## config.mk

```make
export PLATFORM = sky130hd
export DESIGN_NAME = plant_defender
export DESIGN_NICKNAME = d
export VERILOG_FILES = /design/src/rtl/plant_defender.sv
export SDC_FILE = /design/constraint.sdc
export NUM_CORES = 1
export LEC_CHECK = 0
export BUFFER_PORTS_ARGS = -buffer_cell sky130_fd_sc_hd__buf_2
export CAP_MARGIN = 20
export CELL_PAD_IN_SITES_DETAIL_PLACEMENT = 1
export CELL_PAD_IN_SITES_GLOBAL_PLACEMENT = 2
export CORE_MARGIN = 10
export CORE_UTILIZATION = 32
export CTS_CLUSTER_DIAMETER = 60
export CTS_CLUSTER_SIZE = 28
export DETAILED_ROUTE_END_ITERATION = 12
export GPL_ROUTABILITY_DRIVEN = 0
export PLACE_DENSITY = 0.89
export SLEW_MARGIN = 20
export SYNTH_ARGS = -nofsm -noshare
export SYNTH_HDL_FRONTEND = slang
export SYNTH_SLANG_ARGS = --single-unit
```

## constraint.sdc

```tcl
create_clock -name frame_clk -period 3.1 [get_ports frame_clk]
set_input_delay 0.93 -clock frame_clk [delete_from_list [all_inputs] [get_ports frame_clk]]
set_output_delay 0.93 -clock frame_clk [all_outputs]
set_load 0.02 [all_outputs]
```

## src/rtl/plant_defender.sv

```systemverilog
// plant_defender: per-lane plant slot with health, zombie halt coordinate and pea shooter.
module plant_defender #(
    parameter logic [9:0] HALF_W      = 10'd20,
    parameter logic [3:0] MAX_HP      = 4'd10,
    parameter logic [5:0] BITE_FRAMES = 6'd30,
    parameter logic [5:0] COOLDOWN    = 6'd60,
    parameter logic [7:0] FIRE_PERIOD = 8'd90,
    parameter logic [9:0] PEA_STEP    = 10'd4,
    parameter logic [9:0] X_Max       = 10'd639
) (
    input  logic       frame_clk,
    input  logic       Reset_n,
    input  logic       place,
    input  logic [9:0] slotX,
    input  logic [9:0] slotY,
    input  logic       eat,
    input  logic       hit,
    output logic       PlantLive,
    output logic [9:0] PlantX,
    output logic [9:0] PlantY,
    output logic [9:0] stopX,
    output logic [3:0] health,
    output logic       died,
    output logic       peaLive,
    output logic [9:0] peaX,
    output logic [9:0] peaY
);
    typedef enum logic [1:0] {EMPTY, LIVE, DEAD} state_t;
    state_t state, state_nxt;
    logic [5:0] bite_cnt, cool_cnt;
    logic [7:0] fire_cnt;
    logic bite, death, wrap, launch;
    always_comb begin
        bite      = state == LIVE && eat && bite_cnt == BITE_FRAMES - 6'd1;
        death     = bite && health == 4'd1;
        wrap      = state == LIVE && fire_cnt == FIRE_PERIOD - 8'd1;
        launch    = wrap && !peaLive && !death;
        state_nxt = state == EMPTY ? (place ? LIVE : EMPTY) :
                    state == LIVE  ? (death ? DEAD : LIVE) :
                    (cool_cnt == COOLDOWN - 6'd1 ? EMPTY : DEAD);
    end
    always_ff @(posedge frame_clk or negedge Reset_n)
        if (!Reset_n) state <= EMPTY;
        else state <= state_nxt;
    always_ff @(posedge frame_clk or negedge Reset_n) begin
        if (!Reset_n) begin
            PlantLive <= 1'b0;
            PlantX    <= 10'd0;
            PlantY    <= 10'd0;
            stopX     <= 10'd1023;
            health    <= 4'd0;
            died      <= 1'b0;
            bite_cnt  <= 6'd0;
            fire_cnt  <= 8'd0;
            cool_cnt  <= 6'd0;
            peaLive   <= 1'b0;
            peaX      <= 10'd0;
            peaY      <= 10'd0;
        end else begin
            PlantLive <= state_nxt == LIVE;
            died      <= death;
            if (state == EMPTY && place) begin
                PlantX   <= slotX;
                PlantY   <= slotY;
                stopX    <= slotX + HALF_W;
                health   <= MAX_HP;
                bite_cnt <= 6'd0;
                fire_cnt <= 8'd0;
            end else if (state == LIVE) begin
                if (eat) bite_cnt <= bite ? 6'd0 : bite_cnt + 6'd1;
                if (bite) health <= health - 4'd1;
                fire_cnt <= wrap ? 8'd0 : fire_cnt + 8'd1;
                if (death) begin
                    stopX    <= 10'd1023;
                    cool_cnt <= 6'd0;
                end
            end else if (state == DEAD) begin
                cool_cnt <= cool_cnt + 6'd1;
            end
            // the pea flies on its own once launched, regardless of plant state
            if (peaLive) begin
                if (hit || peaX > X_Max - PEA_STEP) peaLive <= 1'b0;
                else peaX <= peaX + PEA_STEP;
            end else if (launch) begin
                peaLive <= 1'b1;
                peaX    <= PlantX + HALF_W;
                peaY    <= PlantY;
            end
        end
    end
endmodule

```

==> flow_summary.yaml, run 1 <==
clocking:
  root_buffer: "clkbuf_16"
  ctsHoldBuffers: 0
  worstSkewPairLatency_ns: 0.33
  clock-sinks: 79
  path_clk_slew_ns: 0.06
  htree_levels: 3
  cts_max_path_buffers: 2
  cts_tree: "built"
  cts.repair.resized: 0
  cts_setup_buffers: 0
  cts_buffers: 9
synthesis:
  ys_seq_elements: 79
  ys_async_sr_fraction_pct: 100.0
  netlist_area_sq_mm: 0.003807
  yosysWarnings: 0
  ys_types: 44
  syn-num-nets: 462
  synth_ff_type: "dfrtp_1"
  syn_area_per_cell_sq_um: 8.980
  synth_edf_count: 0
  seq_area_frac_synth_pct: 52.25
  postSynthCellCount: 424
sta:
  slew_headroom_pct: 56.42
  finalHoldViolCount: 0
  fin_setup_tns_ns: 0
  drv_slew: 0
  setup-violations-final: 0
  fmax_ghz: 0.3609
  finalCriticalPeriod_ns: 2.771
  finalCritPeriodShare_pct: 89.37
  tightest_slew_ns: 0.6516
  skew_ns: 0.004441
  rsz0062_at_grt: "false"
power:
  peakVddDrop_v: 0.0004339
  power.density_mw_per_mm2: 904.7
  power.leakage_nw: 2.397
die:
  die_y_um: 129.1
  die_w_um: 129.1
  num_rows: 39
  die_area_sq_mm: 0.01666
  initial_utilization_pct: 33.06
  coreArea_sq_mm: 0.01152
  io_pins: 82
setup_path:
  path_depth: 8
  slowest_stage: "nor3_4"
  critPathArrivalTime_ns: 2.96
  critPathCapture: "peaX[6]$_DFFE_PN0P_"
  startpoint: "fire_cnt[1]$_DFFE_PN0P_"
  crit_family: "simple AND/OR/NAND/NOR gates"
  endpoint_kind: "flip-flop"
  r2r_slack_ns: 0.33
  cp_num_buf_inv: 1
  critical_path_class: "reg -> reg"
  required_ns: 3.29
  r2r_start: "fire_cnt[1]$_DFFE_PN0P_"
  path_max_fanout: 16
  reg2reg_to: "peaX[6]$_DFFE_PN0P_"
  cp-start-kind: "flip-flop"
  crit_path_max_incr_delay_ns: 0.55
  path_cells: "inv_1 > ha_1 > or4b_1 > or3_1 > nor3_4 > nor2_2 > nor3_1 > a211oi_2"
  reg2reg_depth: 8
final_layout:
  fin_nets: 546
  diodes: 0
  n_fill_cell: 1395
  drive_gt1_share_pct: 23.78
  stdcell_count: 656
  syn_to_final_growth_pct: 23.43
placement:
  dp_cells: 640
  dp_hpwl_um: 8211
  port_buffers: 81
route:
  drt-initial-drc-count: 133
  num_vias: 3253
  final_antenna_net_count: 0
  first_pass_iters: 4
  vias_per_cell: 4.959
  post_drt_wl_per_cell_um: 16.69
  drc_errors: 0
  totalWireLength_um: 10950
status:
  status: "finished, final reports clean"
global_route:
  overflow: 0
  grt_pass1_wl_um: 18330
  grt_use_total_pct: 13.64
  grt_start_max_net_pins: 41
  grt_pass1_vias: 3564
  antenna_found_initial: 0
worst_hold_path:
  hp-class: "reg -> reg"
run:
  max-cap-violations: 0
==> state kept, by name, indices dropped and copies added, names as in the netlist <==
register / cells
PlantX: 10
PlantY: 10
peaY: 10
health: 4
stopX: 10
died: 1
peaX: 10
state: 2
peaLive: 1
cool_cnt: 6
bite_cnt: 6
fire_cnt: 8
PlantLive: 1
==> power breakdown <==
part | switching, mW | internal [mW] | total (mW)
clock network | 0.392 | 0.687 | 1.08
registers | 0.320 | 1.39 | 1.71
logic | 0.945 | 0.523 | 1.47
total | 1.66 | 2.59 | 4.25
==> stage by stage <==
step	power (mW)	instance area, sq um	setup WS [ns]	hold WS (ns)	util, %
6_report	4.252	4700	0.3295	0.4792	40.81
5_1_grt	4.567	4700	0.1160	0.5132	40.81
4_1_cts	4.321	4700	0.3137	0.4858	40.81
3_5_place_dp	3.202	4389	0.3337	0.4708	38.11
3_3_place_gp	3.142	4389	0.3898	0.4648	38.11
2_1_floorplan	2.615	3807	0.6730	0.4796	-
==> Yosys cell counts (3+ instances only) <==
| cell type | number | share of area [%] |
|---|---|---|
| nand2_1 | 129 | 13 |
| dfrtp_1 | 69 | 45 |
| nor2_1 | 25 | 2.5 |
| o21ai_0 | 23 | 3.0 |
| a21oi_1 | 21 | 2.8 |
| inv_1 | 14 | 1.4 |
| ha_1 | 13 | 4.3 |
| nor3_1 | 12 | 1.6 |
| clkbuf_1 | 11 | 1.1 |
| dfstp_2 | 10 | 6.9 |
| xor2_1 | 10 | 2.3 |
| nand4_1 | 9 | 1.5 |
| xnor2_1 | 9 | 2.1 |
| nand3_1 | 8 | 1.1 |
| o21ai_1 | 6 | 0.79 |
| nor2b_1 | 5 | 0.82 |
| or3_1 | 5 | 0.82 |
| mux2i_1 | 4 | 1.1 |
| a31oi_1 | 3 | 0.49 |
| and2_1 | 3 | 0.49 |
| o22ai_1 | 3 | 0.49 |
==> cells in the final DEF (no fill, tap or decap), types with 3 or more instances in the layout <==
master       n
a21oi_1     21
a31oi_1      3
and2_1       3
buf_2       80
buf_4        8
clkbuf_16    9
clkbuf_8     3
clkinv_2     3
dfrtp_1     69
dfstp_2     10
ha_1        13
inv_1       14
mux2i_1      4
nand2_1    129
nand3_1      8
nand4_1      9
nor2_1      25
nor2b_1      5
nor3_1      12
o21ai_0     23
o21ai_1      6
o22ai_1      3
or3_1        5
xnor2_1      9
xor2_1      10
==> logic make-up after synthesis <==
| logic type | Yosys count | synth area share, % |
|---|---|---|
| AOI/OAI and AO/OA | 68 | 10.38 |
| and+or+nand+nor | 209 | 24.02 |
| muxes | 4 | 1.052 |
| xor gates and xnor gates | 19 | 4.371 |
| adders and majority gates | 13 | 4.272 |
| buffers and inverters | 32 | 3.647 |
| DFF | 79 | 52.25 |
==> worst reg2reg max path, cell delays in order, from the launching register on <==
cell      delay [ns]
dfrtp_1         0.42
inv_1           0.07
ha_1            0.13
or4b_1          0.43
or3_1           0.45
nor3_4          0.55
nor2_2          0.20
nor3_1          0.30
a211oi_2        0.08
==> routing by layer <==
layer / wire (um) / global-route usage (%) / up-vias / part of all wire (%)
met4: 215 / 5.151 / 0 / 2.0
met5: 0 / 0 / - / 0
met3: 477 / 3.548 / 15 / 4.4
met1: 4859 / 16.59 / 1583 / 44
met2: 5395 / 22.82 / 71 / 49
li1: - / - / 1584 / -
==> cell type report <==
| cell class | count | area [sq um] | area share [%] |
|---|---|---|---|
| flip-flops and latches | 79 | 1989 | 42.33 |
| clock inverters | 3 | 40.04 | 0.8520 |
| inverters | 16 | 61.31 | 1.305 |
| multi-input cells | 313 | 1679 | 35.73 |
| repair buffers | 89 | 480.5 | 10.22 |
| clock buffers | 13 | 270.3 | 5.751 |
| well taps | 143 | 178.9 | 3.807 |
==> worst min path at each step <==
stage	from	to	slack [ns]	depth (start not counted)
finish	peaY[9]$_DFFE_PN0P_	peaY[9]$_DFFE_PN0P_	0.48	2
global route	peaY[2]$_DFFE_PN0P_	peaY[2]$_DFFE_PN0P_	0.51	2
CTS	peaY[9]$_DFFE_PN0P_	peaY[9]$_DFFE_PN0P_	0.49	2
detailed placement	peaY[3]$_DFFE_PN0P_	peaY[3]$_DFFE_PN0P_	0.47	2
global placement	peaY[9]$_DFFE_PN0P_	peaY[9]$_DFFE_PN0P_	0.46	2
floorplan	cool_cnt[4]$_DFFE_PN0P_	cool_cnt[4]$_DFFE_PN0P_	0.48	1
Power figures use the tool's default switching activity.
==> inputs of run 2 (changes only) <==
PLACE_DENSITY = default   (was 0.89)
PLACE_DENSITY_LB_ADDON = 0.15   (was default)
==> flow_summary.yaml, run 2 (same netlist as run 1, synthesis figures left out) <==
status:
  status: "finished, final reports clean"
die:
  die_y_um: 129.1
  coreArea_sq_mm: 0.01152
  io_pins: 82
  die_area_sq_mm: 0.01666
  die_w_um: 129.1
  num_rows: 39
  initial_utilization_pct: 33.06
final_layout:
  layout_common_cells: "nand2_1 (129), buf_2 (80), dfrtp_1 (69)"
  drive_gt1_share_pct: 24.12
  syn_to_final_growth_pct: 23.17
  fin_util_pct: 40.72
  fin_nets: 547
  final_common_cell: "nand2_1"
route:
  num_vias: 3279
  top_layer: "met4"
  drt-initial-drc-count: 181
  drc_errors: 0
  wl_met1_um: 5247
  first_pass_iters: 4
  dr_wl_met3_um: 654
  final_antenna_net_count: 0
  totalWireLength_um: 11300
  vias_per_cell: 4.976
  post_drt_wl_per_cell_um: 17.15
  routed-wl-met2_um: 5221
run:
  max-cap-violations: 0
setup_path:
  critPathArrivalTime_ns: 2.94
  crit_family: "simple AND/OR/NAND/NOR gates"
  endpoint_kind: "flip-flop"
  critical_path_class: "reg -> reg"
  cp_num_buf_inv: 1
  r2r_start: "fire_cnt[1]$_DFFE_PN0P_"
  cp-start-kind: "flip-flop"
  slowest_stage: "nor3_4"
  required_ns: 3.30
  path_cells: "inv_1 > ha_1 > or4b_1 > or3_1 > nor3_4 > nor2_2 > nor3_1 > a211oi_2"
  path_max_fanout: 16
  startpoint: "fire_cnt[1]$_DFFE_PN0P_"
  crit_path_max_incr_delay_ns: 0.59
global_route:
  grt_pass1_wl_um: 18670
  grt_use_total_pct: 14.14
  overflow: 0
  grt_start_max_net_pins: 43
  antenna_found_initial: 1
  grt_pass1_vias: 3494
sta:
  finalCriticalPeriod_ns: 2.747
  drv_slew: 0
  fin_setup_tns_ns: 0
  skew_ns: 0.007406
  fmax_ghz: 0.3640
  tightest_slew_ns: 0.7438
  finalHoldViolCount: 0
  slew_headroom_pct: 50.29
  setup-violations-final: 0
  setup_slack_ns: 0.3530
  finalCritPeriodShare_pct: 88.61
  holdWs_ns: 0.4699
  rsz0062_at_grt: "false"
clocking:
  cts_buffers: 9
  worstSkewPairLatency_ns: 0.34
  cts_tree: "built"
  clock-sinks: 79
  root_buffer: "clkbuf_16"
  path_clk_slew_ns: 0.06
  htree_levels: 3
  cts_setup_buffers: 0
  ctsHoldBuffers: 0
  cts.repair.resized: 0
  cts_max_path_buffers: 2
power:
  peakVddDrop_v: 0.0002953
  power.leakage_nw: 2.386
  power.density_mw_per_mm2: 886.1
  power_mw: 4.156
placement:
  place_ws_ns: 0.3355
  dp_hpwl_um: 8283
  port_buffers: 81
worst_hold_path:
  hp-class: "reg -> reg"
  hold_start: "peaY[1]$_DFFE_PN0P_"
[run 2: cell type report]
class / instances / area [sq um]
clock buffer: 10 / 239.0
fill: 1394 / 6827
sequential: 79 / 1989
multi-input combinational: 313 / 1679
clock inverter: 6 / 36.28
inverter: 16 / 61.31
antenna: 2 / 5.005
timing repair buffer: 90 / 500.5
tap: 143 / 178.9
[run 2: final timing paths]
check / cells after the start / to / slack (ns)
worst max-delay path: 8 / peaX[6]$_DFFE_PN0P_ / 0.35
worst min-delay path: 2 / peaY[1]$_DFFE_PN0P_ / 0.47
worst max register to register: 8 / peaX[6]$_DFFE_PN0P_ / 0.35
worst min register to register: 2 / peaY[1]$_DFFE_PN0P_ / 0.47
max in group asynchronous: 2 / stopX[4]$_DFFE_PN1P_ / 1.88
min in group asynchronous: 1 / fire_cnt[7]$_DFFE_PN0P_ / 0.57
[run 2: metrics by stage]
stage,cell area [sq um],cells
finish,4690,659
global route,4684,657
CTS,4684,657
detailed placement,4409,641
global placement,4409,641
floorplan,3807,424
[run 2: tightest hold or removal path, cell delays in order (launching register included)]
cell	delay (ns)
dfrtp_1	0.34
nand2_1	0.05
nand2_1	0.05
[run 2: where the power goes]
part	switching, mW	leakage [nW]	internal (mW)
Clock	0.434	0.138	0.560
Sequential	0.324	0.995	1.39
Combinational	0.923	1.25	0.530
Total	1.68	2.39	2.48
[run 2: routing by layer]
metal  GRT usage [%]  vias to the layer above
met2           22.21                       58
met5               0                        -
met4           5.619                        0
met1           18.01                     1619
met3           4.078                       13
li1                -                     1589
